### config.mk
export PLATFORM = sky130hd
export DESIGN_NAME = ex_mem
export DESIGN_NICKNAME = d
export VERILOG_FILES = /design/src/rtl/ex_mem_pkg.sv /design/src/rtl/ex_mem_pipe_slot.sv /design/src/rtl/ex_mem.sv
export SDC_FILE = /design/constraint.sdc
export NUM_CORES = 1
export LEC_CHECK = 0
export CORE_ASPECT_RATIO = 1.2
export CORE_MARGIN = 2
export CORE_UTILIZATION = 45
export DETAILED_ROUTE_END_ITERATION = 8
export PLACE_DENSITY = 0.75
export SETUP_SLACK_MARGIN = 0.2
export SKIP_CTS_REPAIR_TIMING = 1
export SLEW_MARGIN = 10
export SYNTH_ARGS = -nofsm -noshare
export SYNTH_HDL_FRONTEND = slang
export SYNTH_HIERARCHICAL = 1
export SYNTH_SLANG_ARGS = --single-unit
### constraint.sdc
create_clock -name clock -period 1.8 [get_ports clock]
set_clock_uncertainty 0.2 [all_clocks]
set_input_delay 0.45 -clock clock [delete_from_list [all_inputs] [get_ports clock]]
set_output_delay 0.45 -clock clock [all_outputs]
set_load 0.02 [all_outputs]
### src/rtl/ex_mem_pkg.sv
// Shared widths, state encoding and constants for the ex_mem pipeline register.
package ex_mem_pkg;

  localparam int unsigned EX_MEM_DATA_W = 32;
  localparam int unsigned EX_MEM_ADDR_W = 5;
  localparam int unsigned EX_MEM_CNT_W  = 16;

  localparam logic [EX_MEM_DATA_W-1:0] EX_MEM_ZERO_WORD = '0;

  typedef enum logic [1:0] {
    EX_MEM_EMPTY = 2'd0,
    EX_MEM_ONE   = 2'd1,
    EX_MEM_TWO   = 2'd2
  } ex_mem_state_e;

  function automatic logic [EX_MEM_CNT_W-1:0] sat_inc(input logic [EX_MEM_CNT_W-1:0] v);
    return (v == '1) ? v : v + 1'b1;
  endfunction

endpackage

### src/rtl/ex_mem_pipe_slot.sv
// Single payload register with load enable and asynchronous active-low clear.
module pipe_slot #(
  parameter int unsigned      W         = 1,
  parameter logic [W-1:0]     RESET_VAL = '0
) (
  input  logic         clock,
  input  logic         reset,
  input  logic         i_load,
  input  logic [W-1:0] i_d,
  output logic [W-1:0] o_q
);

  logic [W-1:0] r_q;

  always_ff @(posedge clock or negedge reset) begin
    if (!reset) begin
      r_q <= RESET_VAL;
    end else if (i_load) begin
      r_q <= i_d;
    end
  end

  assign o_q = r_q;

endmodule

### src/rtl/ex_mem.sv
// EX/MEM elastic pipeline register: 2-entry skid buffer with synchronous flush.
// Optional EX_MEM_STATS_EN adds saturating stall/backpressure counters.
module ex_mem
  import ex_mem_pkg::*;
#(
  parameter int unsigned DATA_WIDTH = EX_MEM_DATA_W,
  parameter int unsigned ADDR_WIDTH = EX_MEM_ADDR_W
) (
  input  logic                  clock,
  input  logic                  reset,
  input  logic                  flush,
  input  logic                  in_valid,
  output logic                  in_ready,
  input  logic [ADDR_WIDTH-1:0] in_write_addr,
  input  logic                  in_write_enable,
  input  logic [DATA_WIDTH-1:0] in_write_data,
  output logic                  out_valid,
  input  logic                  out_ready,
  output logic [ADDR_WIDTH-1:0] out_write_addr,
  output logic                  out_write_enable,
  output logic [DATA_WIDTH-1:0] out_write_data
`ifdef EX_MEM_STATS_EN
  ,
  output logic [EX_MEM_CNT_W-1:0] stall_count,
  output logic [EX_MEM_CNT_W-1:0] backpressure_count
`endif
);

  localparam int unsigned         SLOT_W     = ADDR_WIDTH + 1 + DATA_WIDTH;
  localparam logic [SLOT_W-1:0]   SLOT_RESET = SLOT_W'(EX_MEM_ZERO_WORD);

  ex_mem_state_e     r_state;
  ex_mem_state_e     w_state_nxt;
  logic              w_load_main;
  logic              w_load_skid;
  logic [SLOT_W-1:0] w_in_word;
  logic [SLOT_W-1:0] w_main_d;
  logic [SLOT_W-1:0] w_main_q;
  logic [SLOT_W-1:0] w_skid_q;
  logic              w_main_we;

  assign w_in_word = {in_write_addr, in_write_enable, in_write_data};

  always_ff @(posedge clock or negedge reset) begin
    if (!reset) begin
      r_state <= EX_MEM_EMPTY;
    end else begin
      r_state <= w_state_nxt;
    end
  end

  // Flush blocks every load as well as the state change, so squashed inputs never land.
  always_comb begin
    w_state_nxt = r_state;
    w_load_main = 1'b0;
    w_load_skid = 1'b0;
    w_main_d    = w_in_word;
    if (flush) begin
      w_state_nxt = EX_MEM_EMPTY;
    end else begin
      unique case (r_state)
        EX_MEM_EMPTY: begin
          if (in_valid) begin
            w_load_main = 1'b1;
            w_state_nxt = EX_MEM_ONE;
          end
        end
        EX_MEM_ONE: begin
          if (out_ready && in_valid) begin
            w_load_main = 1'b1;
          end else if (out_ready) begin
            w_state_nxt = EX_MEM_EMPTY;
          end else if (in_valid) begin
            w_load_skid = 1'b1;
            w_state_nxt = EX_MEM_TWO;
          end
        end
        EX_MEM_TWO: begin
          if (out_ready) begin
            w_main_d    = w_skid_q;
            w_load_main = 1'b1;
            w_state_nxt = EX_MEM_ONE;
          end
        end
        default: w_state_nxt = EX_MEM_EMPTY;
      endcase
    end
  end

  pipe_slot #(
    .W         (SLOT_W),
    .RESET_VAL (SLOT_RESET)
  ) u_main (
    .clock  (clock),
    .reset  (reset),
    .i_load (w_load_main),
    .i_d    (w_main_d),
    .o_q    (w_main_q)
  );

  pipe_slot #(
    .W         (SLOT_W),
    .RESET_VAL (SLOT_RESET)
  ) u_skid (
    .clock  (clock),
    .reset  (reset),
    .i_load (w_load_skid),
    .i_d    (w_in_word),
    .o_q    (w_skid_q)
  );

  assign in_ready  = (r_state != EX_MEM_TWO);
  assign out_valid = (r_state != EX_MEM_EMPTY);
  assign {out_write_addr, w_main_we, out_write_data} = w_main_q;
  assign out_write_enable = w_main_we & out_valid;

`ifdef EX_MEM_STATS_EN
  logic [EX_MEM_CNT_W-1:0] r_stall_cnt;
  logic [EX_MEM_CNT_W-1:0] r_bp_cnt;

  always_ff @(posedge clock or negedge reset) begin
    if (!reset) begin
      r_stall_cnt <= '0;
      r_bp_cnt    <= '0;
    end else if (flush) begin
      r_stall_cnt <= '0;
      r_bp_cnt    <= '0;
    end else begin
      if (out_valid && !out_ready) r_stall_cnt <= sat_inc(r_stall_cnt);
      if (in_valid && !in_ready)   r_bp_cnt    <= sat_inc(r_bp_cnt);
    end
  end

  assign stall_count        = r_stall_cnt;
  assign backpressure_count = r_bp_cnt;
`endif

endmodule

After elaboration in Yosys (flattened, before gate mapping) --
Cells that the tools add are included.
Storage, ports and cells: word-level logic and storage cells 34, flip-flop bits (word level) 78, input port bits 43, output and inout port bits 40
Cells by class: equality and inequality tests 7, reductions and logical operators 4, multiplexer cells 19, bitwise logic cells 1
Operators by type and width (number):
- $mux 38 | 3
- $mux 2 | 6
- $ne 3x3->1 const B | 3
- $mux 1 | 8
- $pmux 2 s3 | 1
- $ne 4x4->1 const B | 1
- $reduce_and 4->1 | 1
- $pmux 1 s3 | 1
- $eq 2x1->1 const B | 1
- $eq 2x2->1 const B | 1
- $logic_not 2->1 | 1
- $ne 2x2->1 const B | 1
- $reduce_bool 2->1 | 1
- $and 1x1->1 | 1
- $logic_and 1x1->1 | 1

Logic depth before layout (Yosys ltp) --
depth in word-level cells 5, gate-level depth with buffers 6, mapped depth without buffers 4

Hierarchy --
Netlist, hierarchy kept.
By module, submodules not included:
- pipe_slot | cells an instance 80, times used 2, area each 1492.7 um2
- ex_mem | cells an instance 58, times used 1, area each 711.9 um2

Worst setup path before layout --
No wires, ideal clock.
path kind register to register, start register r_state[0], end register u_main.r_q[10] (netlist: u_main/o_q[10]), data arrival time 1.648 ns, data required time 1.475 ns, setup slack -0.172 ns, library setup time 0.125 ns, clock period less this slack 1.972 ns, stages on the path, launching flop included 7, path buffers 2, path through dfrtp_1 nand2b_4 nor3b_2 buf_6 buf_12 mux2_4 mux2_2
Between the ends: longest elaborated chain between the ends 3, elaborated cells between the ends (all ways) 7, classes of those cells eq/ne: 2; mux: 4; reduce/logical: 1
RTL lines:
- from (decl) | line ex_mem.sv:32 | ex_mem_state_e r_state;
- from (signal assigned) | line ex_mem.sv:48 | r_state <= w_state_nxt;
- $eq 2x2->1 | line ex_mem.sv:61 | unique case (r_state)
- $mux 38 | line ex_mem.sv:61
- $mux 38 | line ex_mem.sv:58 | if (flush) begin
- net w_main_d[10] | line ex_mem.sv:37 | logic [SLOT_W-1:0] w_main_d;
- to (signal assigned) | line ex_mem_pipe_slot.sv:19 | r_q <= i_d;
- to (decl) | line ex_mem_pipe_slot.sv:13 | logic [W-1:0] r_q;
The timed path passes the listed nets, and every way through them passes these cells. A chain may end at the register's enable or synchronous reset.

Worst setup path in the final report --
start register r_state[0], end register u_main.r_q[22] (netlist: u_main/o_q[22])
Same word-level chain as after synthesis.

==> run metrics <==
outcome complete, but fails checks; failing checks setup timing; Syn-to-layout area delta 41.9%; initial antenna violation count 0; arrival time of the worst setup path just over 2000 ps; Port-buffer cells a little over 80; Worst-Margin Slew approximately 320 ps; Max-slew headroom 0.784; PwrDens between 1000 and 1500 mW/mm^2; final setup violation count 79; Post-Place Cells a little under 400; Initial Utilization 0.459; sequential share of the synthesized area 0.528; Tmin final approximately 2000 ps; Synth Warn # 6; final worst path period share 1.13; Worst Hold Path Cells 3; most frequent cells in the layout mux2_4 (103), dfrtp_1 (78), clkdlybuf4s50_1 (38); maximum vdd drop between 500 and 600 uV; worst r2r path cells 6; RSZ-0062 raised after global routing true; layout cells sized above 1 0.628; Diodes inserted 0; Post-Syn Instances about 220; syn_nets between 200 and 300; Layout Utilization 0.651; largest net degree at the start of global routing 43; Ports between 80 and 90; min setup slack post-route -234 ps; Vias/cell between 5 and 6; Crit Path Class flop to flop; CTS Buffer Depth 2; R2R setup slack -230 ps; global-route wire length before repair roughly 11000 um; DP Area around 0.0048 mm^2; via count between 2k and 2.5k; clk root buf clkbuf_8; Initial DRC Count just under 70; final count of hold timing violations 0; Nets about 380; Yosys cell types 19; crit-path max FO 12; required time of the critical path about 1800 ps; Core ar. approximately 0.008 mm^2; total CTS buffers 9; Initial DRT Pass Iterations 4; Post-Layout Cell Count 434; Synth Area per Inst 17.0 um^2; row cnt 36; Leak roughly 0.0025 uW; routed length per instance roughly 19 um; Slew Limit Fails 0; CTS Sinks between 70 and 80; post-synthesis cell area between 0.003 and 0.004 mm^2; Die Span Y around 100 um; residual DRC count 0; number of max-cap violations 0; number of global-route vias before repair 2295; H-tree levels 3; Worst-Skew Late Latency roughly 340 ps; CP Capture Type flop; worst hold slack about 270 ps; Synth Register Bits 78; commonest non-fill, non-tap cell in the layout mux2_4; CTS tree yes; GP Congestion roughly 0.76; FMAX between 400 and 500 MHz; final WL ~8300 um; DIE AREA 0.00896 mm^2; total global routing overflow 0; clk slew on worst S/H paths around 90 ps; Final Cell Area ~0.0052 mm^2; Die Wd a little under 90 um; Hold Crit Class input pin to flop; GR Util All Layers 0.166; hpwl dp about 4600 um; Startpoint Class flop; Routed Antenna Nets 0
state kept, by name, indices dropped and copies added, names as in the netlist:
signal	cells
r_state	2
u_main/o_q	38
u_skid/o_q	38
Yosys cell counts:
library cell	n	area share
buf_4	1	0.0020
or4b_2	1	0.0027
mux2_2	54	0.16
nor3_1	1	0.0014
nand2_1	2	0.0020
buf_12	2	0.011
o21bai_1	1	0.0020
nand2b_4	1	0.0037
a21oi_1	1	0.0014
a211oi_1	1	0.0020
mux2_4	60	0.24
dfrtp_1	78	0.53
a31oi_1	1	0.0017
nor2b_1	1	0.0017
nor3b_2	1	0.0034
and2_1	2	0.0034
buf_2	2	0.0027
or2_2	1	0.0017
buf_6	7	0.021
power breakdown:
group          switching [uW]  leakage (uW)  internal, uW
Clock                     658      0.000110           823
Combinational             590       0.00142           946
Sequential                255      0.000938          2180
Total                    1500       0.00247          3950
cell families (layout without fill, tap and decap cells):
family / count (synthesis) / after routing / synth area share
compound gates: 4 / 4 / 0.00711
buf+inv: 12 / 133 / 0.0369
flops: 78 / 78 / 0.528
mux: 114 / 114 / 0.408
simple gates: 10 / 10 / 0.0200
critical path, cell delays in order, from the launching register on:
cell,delay [ps]
dfrtp_1,410
nand2b_4,160
nor3b_4,250
buf_6,150
buf_12,140
mux2_2,350
mux2_4,260
final timing paths:
kind	start	endpoint
max	r_state[0]	u_main/o_q[22]
min	in_valid	r_state[0]
max reg2reg	r_state[0]	u_main/o_q[22]
min reg2reg	u_skid/o_q[33]	u_skid/o_q[33]
max in group asynchronous	reset	u_main/o_q[30]
min in group asynchronous	reset	u_main/o_q[11]
stage by stage:
| step | total power (uW) | setup slack (ps) | TNS (ps) |
|---|---|---|---|
| 2_1_floorplan | 3310 | -151 | -4540 |
| 3_3_place_gp | 3920 | -636 | -44960 |
| 3_5_place_dp | 3950 | -651 | -45450 |
| 4_1_cts | 5460 | -644 | -25450 |
| 5_1_grt | 5700 | -282 | -17980 |
| 6_report | 5450 | -234 | -13310 |
layout make-up:
cell class | count | area [um^2]
clock buffer | 11 | 141
tap | 95 | 119
fill | 580 | 2820
timing repair buffer | 117 | 1140
clock inverter | 5 | 81.3
multi-input combinational | 128 | 1810
sequential | 78 | 1950
routing by layer:
| layer | global-route usage | wire (um) | share of wire | up-vias |
|---|---|---|---|---|
| li1 | - | - | - | 1009 |
| met1 | 0.234 | 3870 | 0.47 | 1151 |
| met2 | 0.247 | 4070 | 0.49 | 49 |
| met3 | 0.0484 | 293 | 0.035 | 2 |
| met4 | 0.0529 | 42 | 0.0051 | 0 |
| met5 | 0 | 0 | 0 | - |
Note: power is estimated with default switching activity, not from simulation.
==> variant 1, RTL diff (same settings) <==
The option `EX_MEM_STATS_EN` is turned on by a define.
--- a/src/rtl/ex_mem.sv
+++ b/src/rtl/ex_mem.sv
@@ -1,4 +1,6 @@
 // EX/MEM elastic pipeline register: 2-entry skid buffer with synchronous flush.
 // Optional EX_MEM_STATS_EN adds saturating stall/backpressure counters.
+`define EX_MEM_STATS_EN
+
 module ex_mem
   import ex_mem_pkg::*;
Check against the original RTL (old outputs only; new: backpressure_count and stall_count): equivalent (equiv_simple and equiv_induct, registers matched by name and starting in step).
==> variant 1 against the original RTL <==
- the flow still finishes with violations (negative setup slack)
- final area grew 56%
- sequential cell count grew 32
- total power grew 25%
- sequential power grew 31%
- area after synthesis grew 48%
- count of clock-buffer cells in the layout shrank 1
- worst setup slack gained 9.8 ps
- routed wire length grew 68%
- largest power group unchanged
- highest routed layer unchanged
==> variant 1: results (changes against the original RTL) <==
CTS
  • Post-CTS clock slew at the launch and capture registers of the worst setup and hold paths: 70 ps (was 90 ps)
  • Root buffer selected by CTS: clkbuf_16 (was clkbuf_8)

Synth
  • Synth top area cells: dfrtp_1 50%, mux2_4 11%, mux2_2 9.5% (was dfrtp_1 53%, mux2_4 24%, mux2_2 16%)
  • Nets in the synthesized netlist: 452 (was 261)
  • Synth cell types: 52 (was 19)
  • Post-synthesis instance total: 407 (was 218)
  • Sequential element share of the synthesized area: 0.503 (was 0.528)

Pwr
  • Peak supply drop: 474 uV (was 545 uV)
  • Internal Power: 4980 uW (was 3950 uW)
  • Leakage power of the design: 0.00371 uW (was 0.00247 uW)

STA
  • Fin worst setup slack: -224 ps (was -234 ps)
  • Setup TNS: -15,140 ps (was -13,310 ps)
  • Final setup violation count: 96 (was 79)
  • Transition time at the pin with the least slew margin: 408 ps (was 323 ps)

Placed design
  • RD Place Congestion: 0.803 (was 0.758)
  • Detailed placement HPWL: 8570 um (was 4570 um)
  • Cell area after placement: 0.00734 sq mm (was 0.00475 sq mm)
  • Number of port buffers: 114 (was 82)
  • Worst setup slack after placement: -758 ps (was -651 ps)

Cells and area
  • Ratio of cells with drive above 1 in the final layout: 0.597 (was 0.628)
  • Filler Cell Count: 892 (was 580)

Drt
  • Number of violations reported at the end of detailed-routing iteration 0: 128 (was 68)
  • Detailed-route via count: 4,048 (was 2,211)

Global route
  • GR Util All Layers: 0.189 (was 0.166)

Status
  • Failing checks: negative setup slack (unchanged)
  • Run status: complete, but fails checks (unchanged)

Critical path
  • Crit path capture: u_main/o_q[33] (was u_main/o_q[22])
  • Largest fanout on the critical path: 7 (was 12)
-- variant 1: cell types whose count changed after synthesis, moves of 8 or more --
| cell | delta |
|---|---|
| or4_1 | +8 |
| nand2_1 | +11 |
| or3_1 | +11 |
| nand3_1 | +8 |
| o31ai_1 | +8 |
| mux2_1 | +31 |
| mux2_2 | -8 |
| mux2_4 | -20 |
| nand4_1 | +8 |
| dfrtp_1 | +32 |
| a21oi_1 | +21 |
-- variant 1: how the worst min path moves through the flow --
stage	startpoint	to	slack, ps	cells after the start
3_3_place_gp	reset	u_skid/o_q[33]	60	1
5_1_grt	reset	u_main/o_q[33]	240	2
4_1_cts	reset	u_skid/o_q[33]	-320	1
3_5_place_dp	reset	u_skid/o_q[33]	60	1
2_1_floorplan	reset	backpressure_count[0]	-50	0
6_report	reset	u_main/o_q[33]	230	2
-- variant 1: cells by family (layout without fill, tap and decap cells) --
logic type | Yosys count | in the layout | share of synthesized area
mux | 118 | 118 | 0.270
xor+xnor | 7 | 7 | 0.0112
simple gates | 92 | 92 | 0.120
buf+inv | 22 | 201 | 0.0288
compound gates | 56 | 56 | 0.0615
flops | 110 | 110 | 0.503
fa+ha+maj | 2 | 2 | 0.00457
-- variant 1: cell type report --
cell class / count / area [sq um] / area share
tap: 161 / 201 / 0.0246
multi-input combinational: 275 / 3090 / 0.378
sequential: 110 / 2790 / 0.341
timing repair buffer: 185 / 1800 / 0.220
inverter: 1 / 3.75 / 0.000459
clock inverter: 5 / 65.1 / 0.00795
clock buffer: 10 / 239 / 0.0292
-- variant 1: layer usage --
layer	GRT usage	vias to the layer above	routed length, um
li1	-	1867	-
met1	0.244	2075	5980
met2	0.322	88	7180
met3	0.0246	18	413
met4	0.0729	0	287
met5	0	-	0
-- variant 1: power groups by stage --
stage / logic, uW / registers (uW) / clock network (uW)
after floorplan: 760 / 3340 / 0
after global placement: 1600 / 3160 / 0
after detailed placement: 1630 / 3190 / 0
after CTS: 1640 / 3150 / 2110
after global routing: 1690 / 3230 / 2220
final: 1590 / 3180 / 2060
-- variant 1: through the flow --
stage	hold slack (ps)	utilization
6_report	231	0.682
2_1_floorplan	-45.6	-
5_1_grt	240	0.682
4_1_cts	-320	0.637
3_5_place_dp	62.1	0.612
3_3_place_gp	60.5	0.612
-- variant 1: worst register-to-register path: stages (launching register included) --
cell and delay, ps:
dfrtp_1 400, nand2b_4 170, nor3b_4 230, buf_12 180
clkbuf_16 180, mux2_4 310, mux2_4 250
==> variant 2, RTL diff (same flow settings) <==
Made on the original files. Encoding of `ex_mem_state_e`: now one-hot (3 bits for 3 states).
--- a/src/rtl/ex_mem_pkg.sv
+++ b/src/rtl/ex_mem_pkg.sv
@@ -8,8 +8,8 @@
   localparam logic [EX_MEM_DATA_W-1:0] EX_MEM_ZERO_WORD = '0;
 
-  typedef enum logic [1:0] {
-    EX_MEM_EMPTY = 2'd0,
-    EX_MEM_ONE   = 2'd1,
-    EX_MEM_TWO   = 2'd2
+  typedef enum logic [2:0] {
+    EX_MEM_EMPTY = 3'b001,
+    EX_MEM_ONE   = 3'b010,
+    EX_MEM_TWO   = 3'b100
   } ex_mem_state_e;
 
Formal check against the unedited RTL: no difference found for any inputs over 10 cycles, from zero or initial values and one cycle with reset low; not proved beyond that.
==> variant 2 against the original RTL <==
- total power decreased by 15%
- routed wire length fell by 1.3%
- area after synthesis rose by 2.6%
- sequential cell count is 1 higher
- sequential power down 9.5%
- count of clock-buffer cells in the layout shrank 1
- the run still ends with negative setup slack left
- non-clock buffer count is 2 lower
- first-iteration DRC count up 18%
- final area grew 1.4%
- worst setup slack worse by 17 ps
==> variant 2: results (changes against the original RTL) <==
Synth
  • Sequential element share of the synthesized area: 0.522 (was 0.528)
  • Synth top area cells: dfrtp_1 51%, mux2_4 24%, mux2_2 16% (was dfrtp_1 53%, mux2_4 24%, mux2_2 16%)
  • Nets in the synthesized netlist: 272 (was 261)
  • Parity-gate share of the synthesized area counting xor and xnor cells: 0.00231 (was 0)
  • Synthesized-area fraction occupied by ao, oa, aoi and oai cells: 0.0102 (was 0.00711)
  • Post-synthesis instance total: 229 (was 218)
  • Synth cell types: 28 (was 19)
  • Multiplexer share of the synthesized area: 0.398 (was 0.408)

Drt
  • Via count normalized by instance count: 4.88 (was 5.09)
  • Routed length on met1: 3730 um (was 3870 um)
  • Met3 wire length: 198 um (was 293 um)
  • Met2 wirelength from detailed routing: 4110 um (was 4070 um)

Cells and area
  • Register area: 0.00198 sq mm (was 0.00195 sq mm)
  • Multi-input gate count: 136 (was 128)
  • Ratio of cells with drive above 1 in the final layout: 0.621 (was 0.628)
  • Inverter count: 1 (was 0)
  • Count of clock-net buffers in the final layout: 10 (was 11)
  • Signal buffers: 115 (was 117)
  • Post-layout net count: 385 (was 377)
  • Non-Filler Instances: 460 (was 434)
  • Footprint of the multi-input gates: 0.00185 sq mm (was 0.00181 sq mm)
  • Clock network area share: 0.0325 (was 0.0424)

Global route
  • GR Util All Layers: 0.167 (was 0.166)
  • Met3 usage: 0.0308 (was 0.0484)
  • Wire length of the first global-routing pass: 11,900 um (was 11,300 um)
  • Global-route track usage on met2: 0.266 (was 0.247)
  • Global-route track usage on met1: 0.218 (was 0.234)

Die
  • Die outline width: 87.8 um (was 86.7 um)

CTS
  • Post-CTS clock slew at the launch and capture registers of the worst setup and hold paths: 70 ps (was 90 ps)
  • Number of sinks handled by clock tree synthesis: 79 (was 78)

STA
  • Fin worst setup slack: -251 ps (was -234 ps)
  • Final setup violation count: 79 (unchanged)
  • Transition time at the pin with the least slew margin: 351 ps (was 323 ps)
  • Setup TNS: -14,940 ps (was -13,310 ps)

Critical path
  • Largest fanout on the critical path: 7 (was 12)
  • Top cell family by delay on the critical path: flip-flops (was multiplexers)

Status
  • Failing checks: negative setup slack (unchanged)
  • Run status: complete, but fails checks (unchanged)

Placed design
  • RD Place Congestion: 0.782 (was 0.758)
  • Placed cell count: 429 (was 398)
  • Cell area after placement: 0.00488 sq mm (was 0.00475 sq mm)

Pwr
  • Peak supply drop: 409 uV (was 545 uV)
-- variant 2: changes by cell type after synthesis, sizes merged, moves of 2 or more --
| cell | delta |
|---|---|
| o21ai | +2 |
| nor3b | +2 |
| nor2 | +2 |
| and2 | -2 |
-- variant 2: worst paths after layout --
check	startpoint	endpoint	slack, ps	depth (start not counted)
max in group asynchronous	reset	u_main/o_q[21]	550	3
setup reg to reg	r_state[0]	u_main/o_q[27]	-250	6
min in group asynchronous	reset	u_main/o_q[1]	360	2
setup / recovery	r_state[0]	u_main/o_q[27]	-250	6
hold / removal	flush	r_state[1]	280	3
hold reg to reg	u_skid/o_q[17]	u_skid/o_q[17]	310	1
-- variant 2: power by group through the flow --
stage               Combinational [uW]  Sequential [uW]  Clock [uW]
floorplan                          454             2440           0
global placement                  1300             2230           0
detailed placement                1320             2230           0
CTS                               1330             2200        1190
global route                      1330             2230        1280
finish                            1260             2200        1160
